--- config.mk ---
export PLATFORM = sky130hd
export DESIGN_NAME = param_loader
export DESIGN_NICKNAME = d
export VERILOG_FILES = /design/src/rtl/param_loader_pkg.sv /design/src/rtl/param_rise_detect.sv /design/src/rtl/param_loader.sv
export SDC_FILE = /design/constraint.sdc
export NUM_CORES = 1
export LEC_CHECK = 0
export CELL_PAD_IN_SITES_DETAIL_PLACEMENT = 1
export CELL_PAD_IN_SITES_GLOBAL_PLACEMENT = 1
export CORE_MARGIN = 2
export CORE_UTILIZATION = 49
export CTS_BUF_LIST = sky130_fd_sc_hd__clkbuf_4 sky130_fd_sc_hd__clkbuf_8
export DETAILED_ROUTE_END_ITERATION = 12
export PLACE_DENSITY = 0.92
export SYNTH_ARGS = -nofsm -noshare
export SYNTH_HDL_FRONTEND = slang
export SYNTH_SLANG_ARGS = --single-unit
export TNS_END_PERCENT = 10
--- constraint.sdc ---
create_clock -name clk -period 48.1 [get_ports clk]
set_clock_uncertainty 0.15 [all_clocks]
set_input_delay 9.62 -clock clk [delete_from_list [all_inputs] [get_ports clk]]
set_output_delay 9.62 -clock clk [all_outputs]
set_load 0.01 [all_outputs]
--- src/rtl/param_loader_pkg.sv ---
// -----------------------------------------------------------------------------
// param_loader_pkg
// Shared definitions for the parameter loader:
//   - state_e           : loader FSM states
//   - IDX_*             : word index of each DIC parameter in the parameter BRAM
//   - DEFAULT_*         : default word count and required-field mask
// -----------------------------------------------------------------------------
package param_loader_pkg;

  typedef enum logic [2:0] {
    IDLE  = 3'd0,
    ISSUE = 3'd1,
    WAIT  = 3'd2,
    CHECK = 3'd3,
    DONE  = 3'd4,
    ERR   = 3'd5
  } state_e;

  // Word layout of the parameter block written by the PS.
  localparam int unsigned IDX_HEIGHT       = 0;
  localparam int unsigned IDX_WIDTH        = 1;
  localparam int unsigned IDX_NUM_PXL      = 2;
  localparam int unsigned IDX_NUM_BITS     = 3;
  localparam int unsigned IDX_NUM_SUBSETS  = 4;
  localparam int unsigned IDX_OPT_METHOD   = 5;
  localparam int unsigned IDX_CORR_ROUTINE = 6;

  localparam int unsigned DEFAULT_NUM_PARAMS = 7;

  // Only the pixel count is mandatory by default: a zero there would make
  // every downstream block divide or loop over nothing.
  localparam logic [DEFAULT_NUM_PARAMS-1:0] DEFAULT_REQ_MASK =
    DEFAULT_NUM_PARAMS'(1) << IDX_NUM_PXL;

endpackage

--- src/rtl/param_rise_detect.sv ---
// -----------------------------------------------------------------------------
// param_rise_detect
// One-bit synchronous rising-edge detector.
// Ports:
//   clk    in  system clock
//   rst_n  in  synchronous active-low reset (clears the history register)
//   d_i    in  level input
//   rise_o out high for the cycle where d_i is 1 and was 0 on the last edge
// -----------------------------------------------------------------------------
module param_rise_detect (
  input  logic clk,
  input  logic rst_n,
  input  logic d_i,
  output logic rise_o
);

  logic d_q;

  always_ff @(posedge clk) begin
    if (!rst_n) begin
      d_q <= 1'b0;
    end else begin
      d_q <= d_i;
    end
  end

  assign rise_o = d_i & ~d_q;

endmodule

--- src/rtl/param_loader.sv ---
// -----------------------------------------------------------------------------
// param_loader
// Re-triggerable parameter fetcher. On a rising edge of start it reads
// NUM_PARAMS consecutive words from the parameter BRAM (read latency RD_LAT)
// into a shadow bank, checks that every word flagged in REQ_MASK is nonzero,
// and then either commits the whole bank to params in one edge (done) or
// keeps the previous commit and flags err.
// Ports:
//   clk        in  system clock
//   rst_n      in  synchronous active-low reset
//   start      in  load request (rising-edge triggered)
//   bram_en    out BRAM enable, high while a word is being read
//   bram_we    out BRAM write enable, always 0
//   bram_addr  out BRAM byte address, BASE_ADDR + idx*ADDR_STRIDE
//   bram_dout  in  BRAM read data
//   params     out committed words, word i at [i*DATA_W +: DATA_W]
//   busy       out high in ISSUE, WAIT and CHECK
//   done       out committed set is valid
//   err        out last load failed the required-field check
// -----------------------------------------------------------------------------
module param_loader
  import param_loader_pkg::*;
#(
  parameter int unsigned             NUM_PARAMS  = DEFAULT_NUM_PARAMS,
  parameter int unsigned             DATA_W      = 32,
  parameter int unsigned             ADDR_W      = 32,
  parameter logic [ADDR_W-1:0]       BASE_ADDR   = '0,
  parameter int unsigned             ADDR_STRIDE = 4,
  parameter int unsigned             RD_LAT      = 2,
  parameter logic [NUM_PARAMS-1:0]   REQ_MASK    = NUM_PARAMS'(DEFAULT_REQ_MASK)
) (
  input  logic                         clk,
  input  logic                         rst_n,
  input  logic                         start,
  output logic                         bram_en,
  output logic [3:0]                   bram_we,
  output logic [ADDR_W-1:0]            bram_addr,
  input  logic [DATA_W-1:0]            bram_dout,
  output logic [NUM_PARAMS*DATA_W-1:0] params,
  output logic                         busy,
  output logic                         done,
  output logic                         err
);

  localparam int unsigned IDX_W = (NUM_PARAMS > 1) ? $clog2(NUM_PARAMS) : 1;
  localparam int unsigned CNT_W = (RD_LAT > 1) ? $clog2(RD_LAT) : 1;
  localparam logic [IDX_W-1:0] LAST_IDX = IDX_W'(NUM_PARAMS - 1);

  state_e             state_q, state_d;
  logic [IDX_W-1:0]   idx_q, idx_d;
  logic [CNT_W-1:0]   cnt_q, cnt_d;
  logic               done_q, done_d;
  logic               err_q, err_d;

  logic               trig;
  logic               capture;
  logic               commit;
  logic               mask_ok;
  logic [NUM_PARAMS-1:0] req_ok;

  logic [DATA_W-1:0]  shadow_q [NUM_PARAMS];
  logic [DATA_W-1:0]  params_q [NUM_PARAMS];
  logic [ADDR_W-1:0]  addr_off;

  param_rise_detect u_start_edge (
    .clk    (clk),
    .rst_n  (rst_n),
    .d_i    (start),
    .rise_o (trig)
  );

  // ---------------------------------------------------------------------------
  // Per-word shadow capture, commit and required-field check
  // ---------------------------------------------------------------------------
  generate
    for (genvar gi = 0; gi < NUM_PARAMS; gi++) begin : g_word
      always_ff @(posedge clk) begin
        if (!rst_n) begin
          shadow_q[gi] <= '0;
        end else if (capture && (idx_q == IDX_W'(gi))) begin
          shadow_q[gi] <= bram_dout;
        end
      end

      // params only moves on the single commit edge, so it never mixes
      // words from two different loads.
      always_ff @(posedge clk) begin
        if (!rst_n) begin
          params_q[gi] <= '0;
        end else if (commit) begin
          params_q[gi] <= shadow_q[gi];
        end
      end

      assign req_ok[gi] = ~REQ_MASK[gi] | (|shadow_q[gi]);
      assign params[gi*DATA_W +: DATA_W] = params_q[gi];
    end
  endgenerate

  assign mask_ok = &req_ok;

  // ---------------------------------------------------------------------------
  // FSM state register
  // ---------------------------------------------------------------------------
  always_ff @(posedge clk) begin
    if (!rst_n) begin
      state_q <= IDLE;
      idx_q   <= '0;
      cnt_q   <= '0;
      done_q  <= 1'b0;
      err_q   <= 1'b0;
    end else begin
      state_q <= state_d;
      idx_q   <= idx_d;
      cnt_q   <= cnt_d;
      done_q  <= done_d;
      err_q   <= err_d;
    end
  end

  // ---------------------------------------------------------------------------
  // FSM next-state logic
  // ---------------------------------------------------------------------------
  always_comb begin
    state_d = state_q;
    idx_d   = idx_q;
    cnt_d   = cnt_q;
    done_d  = done_q;
    err_d   = err_q;
    capture = 1'b0;
    commit  = 1'b0;

    case (state_q)
      // Triggers only act when not busy; a trigger during a load is dropped.
      IDLE, DONE, ERR: begin
        if (trig) begin
          state_d = ISSUE;
          idx_d   = '0;
          done_d  = 1'b0;
          err_d   = 1'b0;
        end
      end

      ISSUE: begin
        state_d = WAIT;
        cnt_d   = CNT_W'(RD_LAT - 1);
      end

      WAIT: begin
        if (cnt_q == '0) begin
          capture = 1'b1;
          if (idx_q == LAST_IDX) begin
            state_d = CHECK;
          end else begin
            idx_d   = idx_q + IDX_W'(1);
            state_d = ISSUE;
          end
        end else begin
          cnt_d = cnt_q - CNT_W'(1);
        end
      end

      CHECK: begin
        if (mask_ok) begin
          commit  = 1'b1;
          done_d  = 1'b1;
          err_d   = 1'b0;
          state_d = DONE;
        end else begin
          done_d  = 1'b0;
          err_d   = 1'b1;
          state_d = ERR;
        end
      end

      default: begin
        state_d = IDLE;
      end
    endcase
  end

  // ---------------------------------------------------------------------------
  // Outputs
  // ---------------------------------------------------------------------------
  // Address is derived from idx, so it is held through ISSUE and WAIT and
  // returns to BASE_ADDR after reset. Multiplication wraps at ADDR_W bits.
  assign addr_off  = ADDR_W'(idx_q) * ADDR_W'(ADDR_STRIDE);
  assign bram_addr = BASE_ADDR + addr_off;
  assign bram_en   = (state_q == ISSUE) || (state_q == WAIT);
  assign bram_we   = 4'b0000;
  assign busy      = (state_q == ISSUE) || (state_q == WAIT) || (state_q == CHECK);
  assign done      = done_q;
  assign err       = err_q;

endmodule

[After elaboration in Yosys (flattened, before gate mapping)]
Memories as Yosys holds them, arrays and structs flattened.
Index checks and enable logic that the tools add are counted.
Storage, ports and cells
  flip-flop bits (word level): 10
  bits in writable memories: 448
  bits of input ports: 35
  output and inout port bits: 264
  logic and storage cells: 117
  memories: 2
Operators by class
  $add $sub $neg: 2
  equal/unequal tests: 14
  multiplexer cells: 58
  bitwise operators: 16
  reductions and logical operators: 19
Memory list
  params_q: words 7, bits a word 32, read ports 7, clocked after memory_dff 0, wr ports 7, RTL line param_loader.sv:62  | logic [DATA_W-1:0] params_q [NUM_PARAMS];
  shadow_q: words 7, bits a word 32, read ports 7, clocked after memory_dff 0, wr ports 7, RTL line param_loader.sv:61  | logic [DATA_W-1:0] shadow_q [NUM_PARAMS];
Operator list (number)
  $mux W32: 14
  $mux W1: 33
  $reduce_or A32 Y1: 1
  $eq A3 B3 Y1 const B: 5
  $mux W3: 5
  $or A1 B1 Y1: 14
  $eq A3 B2 Y1 const B: 4
  $pmux W3 S4: 1
  $logic_and A1 B1 Y1: 7
  $eq A3 B1 Y1 const B: 2
  $logic_not A3 Y1: 2
  $ne A2 B2 Y1 const B: 3
  $pmux W1 S2: 3
  $pmux W3 S2: 1
  $reduce_bool A2 Y1: 3
  $reduce_and A2 Y1: 2
  $reduce_and A4 Y1: 1
  $add A3 B1 Y3 const B: 1
  $reduce_or A3 Y1: 1
  $logic_or A1 B1 Y1: 2
  $mux W2: 1
  $and A1 B1 Y1: 1
  $not A1 Y1: 1
  $sub A1 B1 Y1 const B: 1

[Depth between registers and ports, before layout]
Gate-level depths: netlist (run 1).
An unclocked memory read counts as a cell.
  depth in word-level cells: 8
  gate-level depth with buffers: 8
  mapped depth without buffers: 6

[By module]
From an unflattened synthesis (run 1), not the netlist that was laid out.
Second synthesis, totals
  cell total of the unflattened synthesis: 1081
  area total of the unflattened synthesis: 17646.9 um^2
By module, submodules not included
  param_loader: times used 1, cells each 1078, area an instance 17606.9 um^2, seq. area each 13633.1 um^2
  param_rise_detect: times used 1, cells each 3, area an instance 40.0 um^2, seq. area each 20.0 um^2

[Worst setup path after synthesis (run 1)]
Ideal clock, no wire load.
  path type: input to register
  from: input port rst_n
  to: memory params_q[0][0], enable pin
  setup time: 2.980 ns
  arrival: 16.737 ns
  data required time: 44.970 ns
  slack: 28.233 ns
  stages: 3
  path buffers: 2
  cell sequence: clkbuf_1 clkbuf_1 o21ai_0
RTL lines
  start: declaration: RTL line param_loader.sv:33  | input logic rst_n,
  end: declaration: RTL line param_loader.sv:62

==> summary.txt, run 1 <==
Timing
  – Fin. Hold Viols: 0
  – Maximum clock frequency: ~80 MHz
  – Tcrit/Tclk final: 25.7%
  – Worst Tran Pin Value: about 1.2 ns
  – # setup viols final: 0
  – Min Tclk post-route: roughly 12 ns
  – Final setup TNS: 0 ns
  – Slew Limit Fails: 0
  – RSZ-0062 raised after global routing: no
  – Slew headroom: 21.9%

Route
  – Total routed wirelength: approximately 45000 µm
  – Iter 0 DRT Violations: roughly 600
  – Routed Antenna Nets: 0
  – DR pass1 iterations: 5
  – Residual DRC: 0
  – Wirelength per Cell: 23.8 µm
  – Vias per Instance: about 5.1
  – DR vias: roughly 9600

Setup path
  – Reg2reg end: params_q[0][5]$_SDFFCE_PN0P_
  – Reg2Reg Depth: 6
  – Setup CP Type: input pin to flop
  – Worst R2R Start: shadow_q[2][0]$_SDFFCE_PN0P_
  – Crit path capture type: flop
  – Startpoint Class: input pin
  – Max FO, Critical Path: around 120
  – Worst Path Arrival: 12.66 ns
  – R2r setup slk: around 45 ns
  – Worst EP required: just under 50 ns

Run
  – Maxcap violations: 0

Clock network
  – Setup bufs post-CTS: 0
  – Total CTS buffers: 73
  – Post_cts resized: 0
  – Clock Sinks: 458
  – CTS max path bufs: 3
  – CTS tree: yes
  – Clock latency on the worst-skew pair: 0.62 ns
  – Clk slew on worst S/H paths: ~0.060 ns
  – Clk root buf: clkbuf_8
  – Htree depth: 3
  – CTS Hold Buffers Added: 0

Synthesis
  – XOR/XNOR share of the synthesized area: 0%
  – Syn_area_per_cell: 16.4 µm²
  – Distinct cells, synth: 35
  – Post-synthesis sequential area ratio: between 70 and 80%
  – Adder-cell area share of the yosys netlist: less than 1%
  – Main flop type after synthesis: edfxtp_1
  – Top post-synthesis cells by area: edfxtp_1, and2_1, buf_4
  – Most area-hungry cell type in the Yosys netlist: edfxtp_1
  – Synth Register Bits: approximately 460
  – Synth warn: 0
  – Synth Area in Compound Gates: less than 1%
  – Mux cell area share after synthesis: less than 1%
  – Post-synth EDFFs: around 450
  – Simple-gate share of the synthesized area: between 10% and 20%
  – Share of synthesized flip-flops with an asynchronous set or reset: 0%
  – Post-Synthesis Cells: between 1000 and 1500
  – Largest family of logic cells by synthesized area: simple AND/OR/NAND/NOR gates
  – Cell area after synthesis: ~18000 µm²
  – Synth top area share: 76.1%

Die
  – Die height: 194 µm
  – Ports: about 300
  – Rows: between 60 and 70
  – Die width: 194 µm
  – Die area: between 30000 and 40000 µm²
  – Placeable Area: around 36000 µm²
  – Initial core utilization: approximately 50%

GRT
  – Largest net degree at the start of global routing: 120
  – Number of global-route vias before repair: between 10000 and 15000
  – Tot GR Track Use: approximately a quarter
  – Overflow after GRT: 0
  – Initial antenna violation count: 0
  – First-pass GRT wire length: between 60000 and 70000 µm

Placed design
  – Detailed placement HPWL: ~29000 µm
  – Port buffer count: roughly 270
  – RD Place Congestion: just under 0.8

Final layout
  – P&R area growth vs syn: 24.1%
  – Share of cells above drive strength 1: around 10%
  – Final nets: 1414
  – Ant diodes: 0
  – Fill count: 3253
  – Commonest non-fill, non-tap cell in the layout: and2_1
  – Most frequent cells in the layout: and2_1, edfxtp_1, clkdlybuf4s50_1

Hold path
  – Hold Path End: params_q[1][7]$_SDFFCE_PN0P_
  – Worst Min Path Start: shadow_q[1][7]$_SDFFCE_PN0P_
  – Hold Crit Class: flop to flop
  – WHS Path Cells: 1

Power
  – P_leak: ~8.2 nW
  – Total Power: between 0.8 and 0.9 mW
  – PwrDens: between 30 and 40 nW/µm²
  – Max VDD drop: roughly 0.023 mV

Outcome
  – Outcome: finished clean
==> how the worst max path moves through the flow <==
stage	start	to	cells after the start
after global routing	rst_n	params_q[1][4]$_SDFFCE_PN0P_	6
after floorplan	rst_n	params_q[0][0]$_SDFFCE_PN0P_	3
after global placement	rst_n	params_q[3][3]$_SDFFCE_PN0P_	6
after detailed placement	rst_n	params_q[4][12]$_SDFFCE_PN0P_	6
after CTS	rst_n	params_q[4][12]$_SDFFCE_PN0P_	6
final	rst_n	params_q[4][12]$_SDFFCE_PN0P_	6
==> Yosys cell counts (3+ instances only) <==
master and number:
o21a_1 4, and2_1 449, and3_1 3, nor2_1 8, edfxtp_1 448, clkbuf_1 9, nand2_1 8, o21ai_0 9
buf_6 18, clkbuf_2 3, ha_1 5, inv_1 4, dfxtp_1 10, buf_2 5, nor4_1 8, nand2_2 3
nor2b_1 4, nor2_4 6, buf_4 49
==> routing by layer <==
metal,wire length [µm],track usage [%],up-vias,part of all wire (%)
met5,0,0,-,0
met4,1330,8.64,0,2.9
met3,3300,6.84,95,7.3
met2,23000,41.5,367,51
met1,17400,28.8,4896,39
li1,-,-,4284,-
==> worst max-delay path: stages <==
cell,delay [ns]
clkdlybuf4s50_1,0.46
buf_4,0.33
and3_1,0.30
o21a_4,0.76
buf_4,0.85
and2_1,0.26
==> power by group <==
part | internal [mW] | leakage (nW) | switching [mW]
registers | 0.453 | 4.71 | 0.00673
logic | 0.0179 | 2.72 | 0.0248
clock network | 0.169 | 0.734 | 0.153
total | 0.639 | 8.16 | 0.185
==> layout make-up <==
cell class	instances	area [µm²]	share of cell area, %
clock buffer	97	1200	5.45
clock inverter	34	194	0.883
inverter	4	15.0	0.0684
multi-input combinational	561	3580	16.3
sequential	458	13700	62.2
tap	461	577	2.63
timing repair buffer	276	2740	12.5
==> logic make-up (layout without fill, tap and decap cells) <==
family,Yosys count,in the layout
simple gates,498,498
flops,458,458
buf+inv,88,411
compound gates,24,24
fa+ha+maj,5,5
other cells,1,33
mux,1,1
==> registers in the layout, summed over array words and instances, names as in the netlist <==
signal / count
state_q: 3
params_q: 224
idx_q: 3
done: 1
u_start_edge.d_q: 1
cnt_q: 1
err: 1
shadow_q: 224
==> through the flow <==
stage / worst slack, ns / cell area, µm² / cells / utilization (%) / hold WS [ns]
final: 35.74 / 22000 / 1891 / 61.7 / 0.364
after global routing: 35.51 / 22000 / 1891 / 61.7 / 0.383
after detailed placement: 35.11 / 20600 / 1760 / 57.8 / 0.349
after floorplan: 28.23 / 17800 / 1107 / - / 0.347
after global placement: 35.36 / 20600 / 1760 / 57.8 / 0.312
after CTS: 35.75 / 22000 / 1891 / 61.7 / 0.362
(Power assumes the default switching activity.)
==> run 2, diff against run 1 <==
--- a/config.mk
+++ b/config.mk
@@ -8,10 +8,10 @@
 export CELL_PAD_IN_SITES_DETAIL_PLACEMENT = 1
 export CELL_PAD_IN_SITES_GLOBAL_PLACEMENT = 1
 export CORE_MARGIN = 2
-export CORE_UTILIZATION = 49
+export CORE_UTILIZATION = 41
 export CTS_BUF_LIST = sky130_fd_sc_hd__clkbuf_4 sky130_fd_sc_hd__clkbuf_8
 export DETAILED_ROUTE_END_ITERATION = 12
-export PLACE_DENSITY = 0.92
+export PLACE_DENSITY = 0.82
 export SYNTH_ARGS = -nofsm -noshare
 export SYNTH_HDL_FRONTEND = slang
 export SYNTH_SLANG_ARGS = --single-unit
==> constraint.sdc (replaced) <==
create_clock -name clk -period 10.1 [get_ports clk]
set_clock_uncertainty 0.15 [all_clocks]
set_input_delay 2.02 -clock clk [delete_from_list [all_inputs] [get_ports clk]]
set_output_delay 2.02 -clock clk [all_outputs]
set_load 0.01 [all_outputs]
==> run 2 against run 1 <==
First-iteration DRC count is 11% lower. Design area is 0.70% higher. Global-route usage is 4.8 points lower. Via count is 1.0% lower. Power grew to 4.8 times the previous value. Setup slack worse by 30 ns. Hold slack worse by 0.0041 ns. Sequential share of layout area is 0.43 points lower. Utilization is 10 points lower. Routed wire length is 5.1% lower. Non-clock buffer count stayed put. Final cell count is 4.6% higher. Critical path type unchanged.
==> summary.txt, run 2 (same netlist as run 1, synthesis figures left out) <==
GRT
  – Largest net degree at the start of global routing: 120 (unchanged)
  – Number of global-route vias before repair: 10133 (-4.1%)
  – Initial antenna violation count: 0 (unchanged)
  – First-pass GRT wire length: 62900 µm (-5.3%)
  – Tot GR Track Use: 19.2% (-4.8 points)
  – Overflow after GRT: 0 (unchanged)

Clock network
  – Clock latency on the worst-skew pair: 0.62 ns (about the same)
  – Setup bufs post-CTS: 0 (unchanged)
  – Clk slew on worst S/H paths: 0.06 ns (about the same)
  – Total CTS buffers: 77 (+5.5%)
  – CTS Hold Buffers Added: 0 (unchanged)
  – Clock Sinks: 458 (unchanged)
  – Clk root buf: clkbuf_8
  – CTS max path bufs: 3 (unchanged)
  – Post_cts resized: 0 (unchanged)
  – Htree depth: 3 (unchanged)
  – CTS tree: yes

Power
  – PwrDens: 179 nW/µm² (+380%)
  – P_leak: 8.19 nW (+0.30%)
  – Max VDD drop: 0.0987 mV (+320%)

Timing
  – Slew headroom: 28.0% (+6.0 points)
  – Min Tclk post-route: 4.71 ns
  – Maximum clock frequency: about 210 MHz
  – RSZ-0062 raised after global routing: no
  – Slew Limit Fails: 0 (unchanged)
  – Worst Tran Pin Value: 1.08 ns (-0.0907 ns)
  – Tcrit/Tclk final: 46.7%
  – # setup viols final: 0 (unchanged)
  – Fin. Hold Viols: 0 (unchanged)
  – Final setup TNS: 0 ns (unchanged)

Placed design
  – RD Place Congestion: 0.740 (-6.4%)
  – Detailed placement HPWL: 27200 µm (-7.7%)
  – Post-Place Cells: 1845 (+4.8%)
  – Placed inst area: 20700 µm² (+0.52%)
  – Port buffer count: 265 (unchanged)

Setup path
  – Reg2Reg Depth: 6 (unchanged)
  – Max FO, Critical Path: 119 (unchanged)
  – Setup CP Type: input pin to flop
  – Worst EP required: 10.40 ns (-38.00 ns)
  – Worst Path Arrival: 5.02 ns (-7.64 ns)
  – Startpoint Class: input pin
  – Crit path capture type: flop

Route
  – Vias per Instance: 4.83 (-5.4%)
  – Wirelength per Cell: 21.6 µm (-9.3%)
  – Total routed wirelength: 42800 µm (-5.1%)
  – DR vias: 9544 (-1.0%)
  – Routed Antenna Nets: 0 (unchanged)
  – Iter 0 DRT Violations: 534 (-11%)
  – DR pass1 iterations: 4 (-1)
  – Residual DRC: 0 (unchanged)

Final layout
  – P&R area growth vs syn: 25.0%
  – Multi-input gate area: 3580 µm² (about the same)
  – Top flop regs: params_q (224), shadow_q (224)
  – Fin cells: 1978 (+4.6%)
  – Finished Cell Area: 22100 µm² (+0.70%)
  – Final nets: 1418 (+0.28%)
  – Fill count: 4094 (+26%)
  – Final core utilization: 51.7% (-10 points)
  – Sequential Area: 13700 µm² (unchanged)
  – Most frequent cells in the layout: and2_1, edfxtp_1, clkdlybuf4s50_1
  – Share of cells above drive strength 1: 10.6% (+0.34 points)
  – Commonest non-fill, non-tap cell in the layout: and2_1

Run
  – Maxcap violations: 0 (unchanged)

Outcome
  – Outcome: finished clean

Die
  – Placeable Area: 42800 µm² (+20%)
  – Rows: 76 (+10%)
  – Die height: 212 µm (+9.1%)
  – Die area: 44800 µm² (+19%)
  – Ports: 299 (unchanged)
  – Initial core utilization: 41.3% (-8.4 points)
  – Die width: 212 µm (+9.1%)

Hold path
  – Hold Crit Class: flop to flop
  – WHS Path Cells: 1 (unchanged)
run 2: cell count changes in the layout (fill, tap and decap cells not counted), sizes merged:
cell / previous run / this run
diode: 0 / 1
bufinv: 1 / 0
clkbuf: 97 / 108
clkinv: 27 / 18
clkinvlp: 3 / 2
inv: 7 / 8
run 2: critical path, cell delays in order:
cell and delay, ns:
clkdlybuf4s50_1 0.45, buf_4 0.31, and3_1 0.29, o21a_4 0.69, buf_4 0.82, and2_1 0.26
run 2: per-stage QoR:
step / total power, mW / setup slack [ns] / hold slack (ns)
finish: 3.95 / 5.39 / 0.360
global route: 4.09 / 5.14 / 0.371
CTS: 4.00 / 5.40 / 0.367
detailed placement: 2.43 / 4.73 / 0.348
global placement: 2.42 / 4.90 / 0.346
floorplan: 2.31 / 2.94 / 0.347
run 2: final timing paths:
check	startpoint	to	slack, ns
worst max register to register	shadow_q[2][0]$_SDFFCE_PN0P_	params_q[1][13]$_SDFFCE_PN0P_	6.69
worst min register to register	shadow_q[0][19]$_SDFFCE_PN0P_	params_q[0][19]$_SDFFCE_PN0P_	0.36
worst min-delay path	shadow_q[0][19]$_SDFFCE_PN0P_	params_q[0][19]$_SDFFCE_PN0P_	0.36
worst max-delay path	rst_n	params_q[1][13]$_SDFFCE_PN0P_	5.39
run 2: final cells by class:
class	instances	area share, %
clock buffer	108	5.90
inverter	4	0.0679
multi-input combinational	561	16.2
sequential	458	61.8
antenna	1	0.0113
clock inverter	24	0.583
timing repair buffer	276	12.4
tap	546	3.09
run 2: per-layer routing:
metal	share of wire, %	wire length [µm]	up-vias	global-route usage (%)
met5	0	0	-	0
met4	2.3	990	0	6.68
met3	5.9	2510	58	4.90
met2	51	21700	316	33.0
met1	41	17600	4877	23.7
li1	-	-	4293	-
run 2: power by group:
part           internal, mW  total, mW  switching (mW)
Clock                 0.835       1.56           0.727
Combinational        0.0855      0.204           0.119
Sequential             2.16       2.19          0.0284
